===== config.mk =====
export PLATFORM = sky130hd
export DESIGN_NAME = servo_move_sequencer_flat
export DESIGN_NICKNAME = d
export VERILOG_FILES = /design/src/rtl/servo_move_sequencer_if.sv /design/src/rtl/servo_move_sequencer.sv /design/src/flat_wrapper.sv
export SDC_FILE = /design/constraint.sdc
export NUM_CORES = 1
export LEC_CHECK = 0
export ABC_AREA = 1
export ABC_CLOCK_PERIOD_IN_PS = 5800
export BUFFER_PORTS_ARGS = -buffer_cell sky130_fd_sc_hd__buf_4
export CORE_MARGIN = 2
export CORE_UTILIZATION = 35
export CTS_BUF_LIST = sky130_fd_sc_hd__clkbuf_4 sky130_fd_sc_hd__clkbuf_8
export DETAILED_ROUTE_END_ITERATION = 10
export MAX_ROUTING_LAYER = met4
export PLACE_DENSITY = 0.57
export SYNTH_ARGS = -nofsm -noshare
export SYNTH_HDL_FRONTEND = slang
export SYNTH_SLANG_ARGS = --single-unit

===== constraint.sdc =====
create_clock -name i_clk -period 5.8 [get_ports i_clk]
set_clock_uncertainty 0.2 [all_clocks]
set_input_delay 0.58 -clock i_clk [delete_from_list [all_inputs] [get_ports i_clk]]
set_output_delay 0.58 -clock i_clk [all_outputs]
set_load 0.1 [all_outputs]

===== src/rtl/servo_move_sequencer_if.sv =====
// Command handshake plus servo-side outputs of the move sequencer.
// master drives commands and abort; slave is the sequencer.
interface servo_move_sequencer_if #(
   parameter int DUR_W      = 12,
   parameter int FIFO_DEPTH = 4
);
   logic                          cmd_valid;
   logic [2:0]                    cmd_dir;
   logic [DUR_W-1:0]              cmd_dur;
   logic                          cmd_ready;
   logic                          abort;
   logic [2:0]                    direction;
   logic                          use_servo;
   logic                          busy;
   logic                          move_done;
   logic [$clog2(FIFO_DEPTH):0]   fifo_count;

   modport master (
      output cmd_valid, cmd_dir, cmd_dur, abort,
      input  cmd_ready, direction, use_servo, busy, move_done, fifo_count
   );

   modport slave (
      input  cmd_valid, cmd_dir, cmd_dur, abort,
      output cmd_ready, direction, use_servo, busy, move_done, fifo_count
   );
endinterface


===== src/rtl/servo_move_sequencer.sv =====
// Buffers timed motion commands and replays each as a held direction with a load strobe, then a stop gap.
// Latency: first strobe one cycle after acceptance; backpressure: cmd_ready drops when the FIFO is full or abort is held.
module servo_move_sequencer #(
   parameter int CLK_FREQ_HZ = 50000000,
   parameter int FIFO_DEPTH  = 4,
   parameter int DUR_W       = 12,
   parameter int GAP_MS      = 50
) (
   input  logic                  i_clk,
   input  logic                  i_rst_n,
   servo_move_sequencer_if.slave io_seq
);
   localparam int     TICKS   = CLK_FREQ_HZ / 1000;
   localparam int     AW      = $clog2(FIFO_DEPTH);
   localparam int     CW      = AW + 1;
   localparam longint DUR_MAX = (longint'(1) <<< DUR_W) - 1;
   localparam longint MAX_MS  = (DUR_MAX > longint'(GAP_MS)) ? DUR_MAX : longint'(GAP_MS);
   localparam longint MAX_T   = MAX_MS * longint'(TICKS);
   localparam int     TW      = $clog2(MAX_T + 1);

   localparam logic [TW-1:0] TICKS_T  = TW'(TICKS);
   localparam logic [TW-1:0] GAP_LOAD = TW'(longint'(GAP_MS) * longint'(TICKS) - 1);

   typedef enum logic [1:0] {S_IDLE, S_MOVE, S_GAP} state_t;

   typedef struct packed {
      logic [2:0]       dir;
      logic [DUR_W-1:0] dur;
   } cmd_t;

   logic [1:0]    r_rst_sync;
   state_t        r_state;
   logic [TW-1:0] r_timer;
   logic [2:0]    r_dir;
   logic          r_use;
   logic          r_done;
   cmd_t          r_mem [FIFO_DEPTH];
   logic [AW-1:0] r_wptr;
   logic [AW-1:0] r_rptr;
   logic [CW-1:0] r_count;

   state_t        w_state_nxt;
   logic [TW-1:0] w_timer_nxt;
   logic [2:0]    w_dir_nxt;
   logic          w_use_nxt;
   logic          w_done_nxt;
   logic          w_pop;
   logic          w_flush;
   logic          w_rst_ok;
   logic          w_ready;
   logic          w_push;
   cmd_t          w_cmd;
   cmd_t          w_head;

   // Reset release is re-timed so every flop leaves reset on the same edge.
   always_ff @(posedge i_clk or negedge i_rst_n) begin
      if (!i_rst_n) r_rst_sync <= '0;
      else          r_rst_sync <= {r_rst_sync[0], 1'b1};
   end

   assign w_rst_ok = r_rst_sync[1];
   assign w_ready  = w_rst_ok & (r_count < CW'(FIFO_DEPTH)) & ~io_seq.abort;
   assign w_push   = io_seq.cmd_valid & w_ready;
   assign w_cmd    = '{dir: io_seq.cmd_dir, dur: io_seq.cmd_dur};
   assign w_head   = r_mem[r_rptr];

   always_ff @(posedge i_clk or negedge i_rst_n) begin
      if (!i_rst_n) r_state <= S_IDLE;
      else          r_state <= w_state_nxt;
   end

   always_comb begin
      w_state_nxt = r_state;
      w_timer_nxt = r_timer;
      w_dir_nxt   = r_dir;
      w_use_nxt   = 1'b0;
      w_done_nxt  = 1'b0;
      w_pop       = 1'b0;
      w_flush     = 1'b0;
      if (!w_rst_ok) begin
         w_state_nxt = S_IDLE;
      end else if (io_seq.abort) begin
         w_flush     = 1'b1;
         w_state_nxt = S_IDLE;
         w_timer_nxt = '0;
         if (r_dir != 3'b000) begin
            w_dir_nxt = 3'b000;
            w_use_nxt = 1'b1;
         end
      end else begin
         case (r_state)
            S_IDLE: begin
               if (r_count != '0) begin
                  w_pop = 1'b1;
                  if (w_head.dur != '0) begin
                     w_dir_nxt   = w_head.dir;
                     w_use_nxt   = 1'b1;
                     w_timer_nxt = TW'(w_head.dur) * TICKS_T - TW'(1);
                     w_state_nxt = S_MOVE;
                  end else begin
                     w_done_nxt = 1'b1;
                  end
               end
            end
            S_MOVE: begin
               if (r_timer == '0) begin
                  w_dir_nxt  = 3'b000;
                  w_use_nxt  = 1'b1;
                  w_done_nxt = 1'b1;
                  if (GAP_MS > 0) begin
                     w_timer_nxt = GAP_LOAD;
                     w_state_nxt = S_GAP;
                  end else begin
                     w_state_nxt = S_IDLE;
                  end
               end else begin
                  w_timer_nxt = r_timer - 1'b1;
               end
            end
            S_GAP: begin
               if (r_timer == '0) w_state_nxt = S_IDLE;
               else               w_timer_nxt = r_timer - 1'b1;
            end
            default: w_state_nxt = S_IDLE;
         endcase
      end
   end

   always_ff @(posedge i_clk or negedge i_rst_n) begin
      if (!i_rst_n) begin
         r_timer <= '0;
         r_dir   <= 3'b000;
         r_use   <= 1'b0;
         r_done  <= 1'b0;
         r_wptr  <= '0;
         r_rptr  <= '0;
         r_count <= '0;
      end else begin
         r_timer <= w_timer_nxt;
         r_dir   <= w_dir_nxt;
         r_use   <= w_use_nxt;
         r_done  <= w_done_nxt;
         if (w_flush) begin
            r_wptr  <= '0;
            r_rptr  <= '0;
            r_count <= '0;
         end else begin
            if (w_push) r_wptr <= r_wptr + 1'b1;
            if (w_pop)  r_rptr <= r_rptr + 1'b1;
            case ({w_push, w_pop})
               2'b10:   r_count <= r_count + 1'b1;
               2'b01:   r_count <= r_count - 1'b1;
               default: r_count <= r_count;
            endcase
         end
      end
   end

   always_ff @(posedge i_clk) begin
      if (w_push) r_mem[r_wptr] <= w_cmd;
   end

   assign io_seq.cmd_ready  = w_ready;
   assign io_seq.direction  = r_dir;
   assign io_seq.use_servo  = r_use;
   assign io_seq.move_done  = r_done;
   assign io_seq.busy       = (r_state != S_IDLE) | (r_count != '0);
   assign io_seq.fifo_count = r_count;
endmodule


===== src/flat_wrapper.sv =====
// flat-port wrapper written by rule: the top's interface ports become plain ports
module servo_move_sequencer_flat 
#(
   parameter int CLK_FREQ_HZ = 50000000,
   parameter int FIFO_DEPTH  = 4,
   parameter int DUR_W       = 12,
   parameter int GAP_MS      = 50
)
  (i_clk, i_rst_n, io_seq_cmd_valid, io_seq_cmd_dir, io_seq_cmd_dur, io_seq_abort, io_seq_cmd_ready, io_seq_direction, io_seq_use_servo, io_seq_busy, io_seq_move_done, io_seq_fifo_count);
  servo_move_sequencer_if #(.DUR_W(DUR_W), .FIFO_DEPTH(FIFO_DEPTH)) io_seq_i ();
  input  logic i_clk;
  input  logic i_rst_n;
  input wire logic [$bits(io_seq_i.cmd_valid)-1:0] io_seq_cmd_valid;
  input wire logic [$bits(io_seq_i.cmd_dir)-1:0] io_seq_cmd_dir;
  input wire logic [$bits(io_seq_i.cmd_dur)-1:0] io_seq_cmd_dur;
  input wire logic [$bits(io_seq_i.abort)-1:0] io_seq_abort;
  output wire logic [$bits(io_seq_i.cmd_ready)-1:0] io_seq_cmd_ready;
  output wire logic [$bits(io_seq_i.direction)-1:0] io_seq_direction;
  output wire logic [$bits(io_seq_i.use_servo)-1:0] io_seq_use_servo;
  output wire logic [$bits(io_seq_i.busy)-1:0] io_seq_busy;
  output wire logic [$bits(io_seq_i.move_done)-1:0] io_seq_move_done;
  output wire logic [$bits(io_seq_i.fifo_count)-1:0] io_seq_fifo_count;
  assign io_seq_i.cmd_valid = io_seq_cmd_valid;
  assign io_seq_i.cmd_dir = io_seq_cmd_dir;
  assign io_seq_i.cmd_dur = io_seq_cmd_dur;
  assign io_seq_i.abort = io_seq_abort;
  assign io_seq_cmd_ready = io_seq_i.cmd_ready;
  assign io_seq_direction = io_seq_i.direction;
  assign io_seq_use_servo = io_seq_i.use_servo;
  assign io_seq_busy = io_seq_i.busy;
  assign io_seq_move_done = io_seq_i.move_done;
  assign io_seq_fifo_count = io_seq_i.fifo_count;
  servo_move_sequencer #(.CLK_FREQ_HZ(CLK_FREQ_HZ), .FIFO_DEPTH(FIFO_DEPTH), .DUR_W(DUR_W), .GAP_MS(GAP_MS)) u_core (.i_clk(i_clk), .i_rst_n(i_rst_n), .io_seq(io_seq_i));
endmodule

* Word-level counts from Yosys, hierarchy flattened
Memory sizes are Yosys's and may differ from the RTL's. Index checks and enable logic that the tools add are counted.
Word-level totals: output and inout port bits 10, RAM bits 60, input port bits 19, register bits 44, memories 1
Cells by class: $add $sub $neg 6, magnitude comparators 1, eq/ne operators 13, $mul 1, multiplexer cells 45, bitwise logic cells 5, reductions and logical operators 14
Memory list:
- u_core.r_mem | words 4, bits a word 15, rd ports 1, clocked after Yosys merged registers in 0, wr ports 1, RTL line servo_move_sequencer.sv:37 | cmd_t r_mem [FIFO_DEPTH];
Operator list (number):
- 28-bit two-way mux | 5
- 28-bit case mux with 3 select lines | 1
- 28-bit by 1-bit subtractor with 28-bit output, second input constant | 2
- 28-bit logical NOT | 1
- 12-bit by 12-bit multiplier with 24-bit output, second input constant | 1
- 2-bit two-way mux | 10
- 1-bit two-way mux | 18
- 3-bit two-way mux | 6
- 4-bit != test, second input constant | 4
- 3-bit case mux with 2 select lines | 2
- 12-bit nonzero test | 1
- 3-bit nonzero test | 4
- 3-bit by 2-bit != test with 1-bit output, second input constant | 3
- 2-bit case mux with 3 select lines | 1
- 6-bit AND reduction | 1
- 2-bit nonzero test | 3
- 5-bit AND reduction | 1
- 2-bit by 1-bit adder with 2-bit output, second input constant | 2
- 2-bit by 1-bit == test with 1-bit output, second input constant | 2
- 2-bit == test, second input constant | 2
- 1-bit case mux with 2 select lines | 2
- 4-bit AND reduction | 1
- 4-bit nonzero test | 1
- 3-bit by 1-bit adder with 3-bit output, second input constant | 1
- 8 further kinds | 10

* Longest topological paths before layout
depth after elaboration 8, depth in mapped cells 32

* Worst setup path before layout
OpenSTA, ideal clock, no wires.
kind flip-flop to flip-flop, from register u_core.r_rptr[0], to register u_core.r_timer[27], path buffers 2, path slack 0.322 ns, stages on the path, launching flop included 28, arrival time 5.162 ns, clock period less this slack 5.478 ns, required time 5.484 ns, cells stage by stage dfrtp_1 clkbuf_1 clkbuf_1 nand2_1 a32oi_1 inv_1 ha_1 ha_1 xor2_1 ha_1 fa_1 inv_1 fa_1 inv_1 ha_1 nand2_1 nor2_2 nand3_1 nand4_1 nand2_1 nor2_4 nand3_2 nor2_4 nand3_1 nand2_1 nand3_1 nand2_1 nand2_1
On the way: longest elaborated chain between the ends 7, elaborated cells between the ends (all ways) 10
Ends and longest elaborated chain:
- start, declared | RTL line servo_move_sequencer.sv:39 | logic [AW-1:0] r_rptr;
- start signal, assigned | RTL line servo_move_sequencer.sv:149 | if (w_pop) r_rptr <= r_rptr + 1'b1;
- memory read 4 x 15 bit *
- 12-bit by 12-bit multiplier with 24-bit output | RTL line servo_move_sequencer.sv:98 | w_timer_nxt = TW'(w_head.dur) * TICKS_T - TW'(1);
- 28-bit by 1-bit subtractor with 28-bit output | RTL line servo_move_sequencer.sv:98
- 28-bit two-way mux | RTL line servo_move_sequencer.sv:95 | if (w_head.dur != '0) begin
- 28-bit two-way mux | RTL line servo_move_sequencer.sv:93 | if (r_count != '0) begin
- 28-bit case mux with 3 select lines | RTL line servo_move_sequencer.sv:91 | case (r_state)
- 28-bit two-way mux | RTL line servo_move_sequencer.sv:82 | end else if (io_seq.abort) begin
- end signal, assigned | RTL line servo_move_sequencer.sv:139 | r_timer <= w_timer_nxt;
- end, declared | RTL line servo_move_sequencer.sv:33 | logic [TW-1:0] r_timer;
Every way passes the cells marked *; elsewhere a longest branch is shown, timed or not. The select of a mux whose other input is x is not followed. A chain may end at the register's enable or synchronous reset.

* Final worst setup path
from register u_core.r_rptr[0], to register u_core.r_timer[23]
The elaborated chain is that of the path after synthesis.

==> results.cfg <==
[timing]
relSlewSlack_pct = 28.8
rsz0062_at_grt = false
timing.final.crit_share_pct = 94.4
tightest_slew_ns = 1.07
hold_violations = 27
finalSetupViolations = 0
max_freq_ghz = 0.183
holdWs_ns = -0.0215
min_period_ns = 5.47
fin_setup_tns_ns = 0
slew_viol_final = 0

[route]
drtIter0Drc = 375
via_count = 7217
avgViaCountPerCell = 4.83
dr.pass1.iters = 5
drt-total-wl_mm = 21.1
drc = 0
wl_per_cell_um = 14.1
ant_nets = 0

[final_layout]
fin_area_mm2 = 0.00978
fin_nets = 1309
diodes = 0
multiInputGateArea_mm2 = 0.00521
drive_gt1_share_pct = 11.0
seq_area_mm2 = 0.00290
area_growth_pct = 11.0
nFillCells = 2670

[die]
die-area_mm2 = 0.0265
die_w_um = 163
initial_utilization_pct = 35.3
ios = 29
core_area_mm2 = 0.0250
rows = 58
die_height_um = 163

[grt]
grt_antenna_before_repair = 0
use_met1_pct = 22.9
grt_pass1_wl_mm = 35.1
grt-busiest-layer = met2
grtUsageMet2_pct = 27.9
grtUsageTotal_pct = 17.1
overflow = 0
first_global_vias = 7078
grt_max_degree = 45
grt_use_met3_pct = 2.57

[cts]
clock-sinks = 104
clk_latency_ns = 0.39
cts.htree.levels = 3
cts_made_buffers = 9
clk_pin_slew_ns = 0.12
hold_buffers = 0
clock_path_buffers = 2
cts_tree = done
clockRootBuffer = clkbuf_8

[setup_path]
slowest_delay_ns = 0.56
critPathRequiredTime_ns = 5.89
worstSetupPathType = register to register
path_common_cell = nand2_1
timing.rr.start = u_core.r_rptr[0]
arrival_ns = 5.57
worstPathMaxFanout = 15
reg2reg_depth = 27
cp-start-kind = register
endpoint_kind = register
cp_slowest_cell = fa_1
r2r-end = u_core.r_timer[23]
r2r_setup_slack_ns = 0.33

[status]
status = finished, violations left
violations = hold timing

[placement]
place_area_mm2 = 0.00950
portBuffers = 28
place.gp.congestion = 0.919
place_hpwl_mm = 16.6

[synthesis]
netlist_instances = 1117
synth_top_family_by_area = simple AND/OR/NAND/NOR gates
synthSimpleGateAreaFrac_pct = 25.0
yosysUniqueCellTypes = 47
yosys.area_share.adder_pct = 21.0
synth_top_area_share_pct = 20.4
ys_seq_area_share_pct = 32.9
synth_compound_area_share_pct = 9.29
syn_area_per_cell_um2 = 7.89
yosysMostFrequentCell = nand2_1
synthMuxAreaShare_pct = 0
synth-edff-count = 60
synth_area_mm2 = 0.00881
synthFlopType = edfxtp_1
synth_common_cells = nand2_1, inv_1, ha_1, nor2_1, nand3_1
synth_nets = 1268
yosysWarnings = 0
synth_area_leaders = edfxtp_1, ha_1, dfrtp_1
yosysTopAreaCell = edfxtp_1
ys_seq_elements = 104
synthXorXnorAreaFrac_pct = 2.78
async_flop_share_pct = 42.3

[hold_path]
hold_path_class = input pin to asynchronous set/reset pin

[job]
maxCapViolCount = 0
worst max-delay path: cells and delay by family (launching register included):
kind	cells	cell delay, ns
adders and majority gates	6	2.52
buffers and inverters	7	0.65
AOI/OAI and AO/OA	2	0.35
DFF	1	0.43
and+or+nand+nor	12	1.20
cells in the final DEF, fill, tap and decap left out, types with 12 or more instances in the layout:
master / n
nand2_2: 12
o21ai_0: 49
fa_1: 27
nand2_1: 269
nor3_1: 12
nand3_1: 67
a21oi_1: 48
inv_1: 176
nand4_1: 15
dfrtp_1: 43
buf_4: 43
nor2_2: 12
xor2_1: 17
ha_1: 102
nor2_1: 94
edfxtp_1: 60
per-stage QoR:
stage / util, % / worst slack [ns] / cells / hold slack [ns]
2_1_floorplan: - / 0.322 / 1117 / 0.0844
6_report: 39.2 / 0.327 / 1493 / -0.0215
5_1_grt: 39.2 / 0.0161 / 1493 / 0.0257
3_3_place_gp: 38.0 / 0.0773 / 1476 / 0.132
4_1_cts: 38.8 / 0.000319 / 1492 / 0.00589
3_5_place_dp: 38.0 / 0.00615 / 1476 / 0.136
sequential cells by signal, indices dropped and copies added, names as in the netlist:
register	flops
u_core.io_seq.direction	3
u_core.r_rptr	2
u_core.r_state	2
u_core.io_seq.use_servo	1
u_core.r_timer	28
u_core.r_mem	60
u_core.io_seq.fifo_count	3
u_core.r_rst_sync	2
u_core.r_wptr	2
u_core.io_seq.move_done	1
final cells by class:
| class | count | share of cell area (%) |
|---|---|---|
| Clock buffer | 10 | 1.41 |
| Tap cell | 330 | 4.22 |
| Clock inverter | 6 | 0.512 |
| Timing Repair Buffer | 46 | 3.64 |
| Sequential cell | 104 | 29.7 |
| Inverter | 188 | 7.29 |
| Multi-Input combinational cell | 809 | 53.2 |
metal layers:
| layer | wire length [µm] | vias to the layer above |
|---|---|---|
| met5 | 0 | - |
| li1 | - | 3725 |
| met2 | 9730 | 79 |
| met1 | 10600 | 3397 |
| met3 | 501 | 16 |
| met4 | 220 | 0 |
how the worst max path moves through the flow:
stage | startpoint | end | slack [ns] | depth (start not counted)
floorplan | u_core.r_rptr[0] | u_core.r_timer[27] | 0.32 | 27
global placement | u_core.r_rptr[1] | u_core.r_timer[23] | 0.08 | 24
detailed placement | u_core.r_rptr[1] | u_core.r_timer[23] | 0.006 | 24
CTS | u_core.r_rptr[1] | u_core.r_timer[23] | 0.0003 | 24
global route | u_core.r_rptr[0] | u_core.r_timer[27] | 0.02 | 27
finish | u_core.r_rptr[0] | u_core.r_timer[23] | 0.33 | 27
kinds of logic after synthesis:
| logic type | count (synthesis) |
|---|---|
| XOR/XNOR | 28 |
| AND/OR/NAND/NOR | 507 |
| other | 1 |
| flip-flops | 104 |
| adder cells (fa/ha/maj) | 132 |
| AO/OA/AOI/OAI | 141 |
| buffers and inverters | 204 |
timing repair:
action                                 CTS  global route
setup buffers                            0             1
resized for setup                        0            26
endpoints found under the hold margin    0             0
setup endpoints to repair                0            11
Power is left out: the tool's default activity adds up to more than one toggle a clock period on the data nets, which glitch-free logic cannot reach.
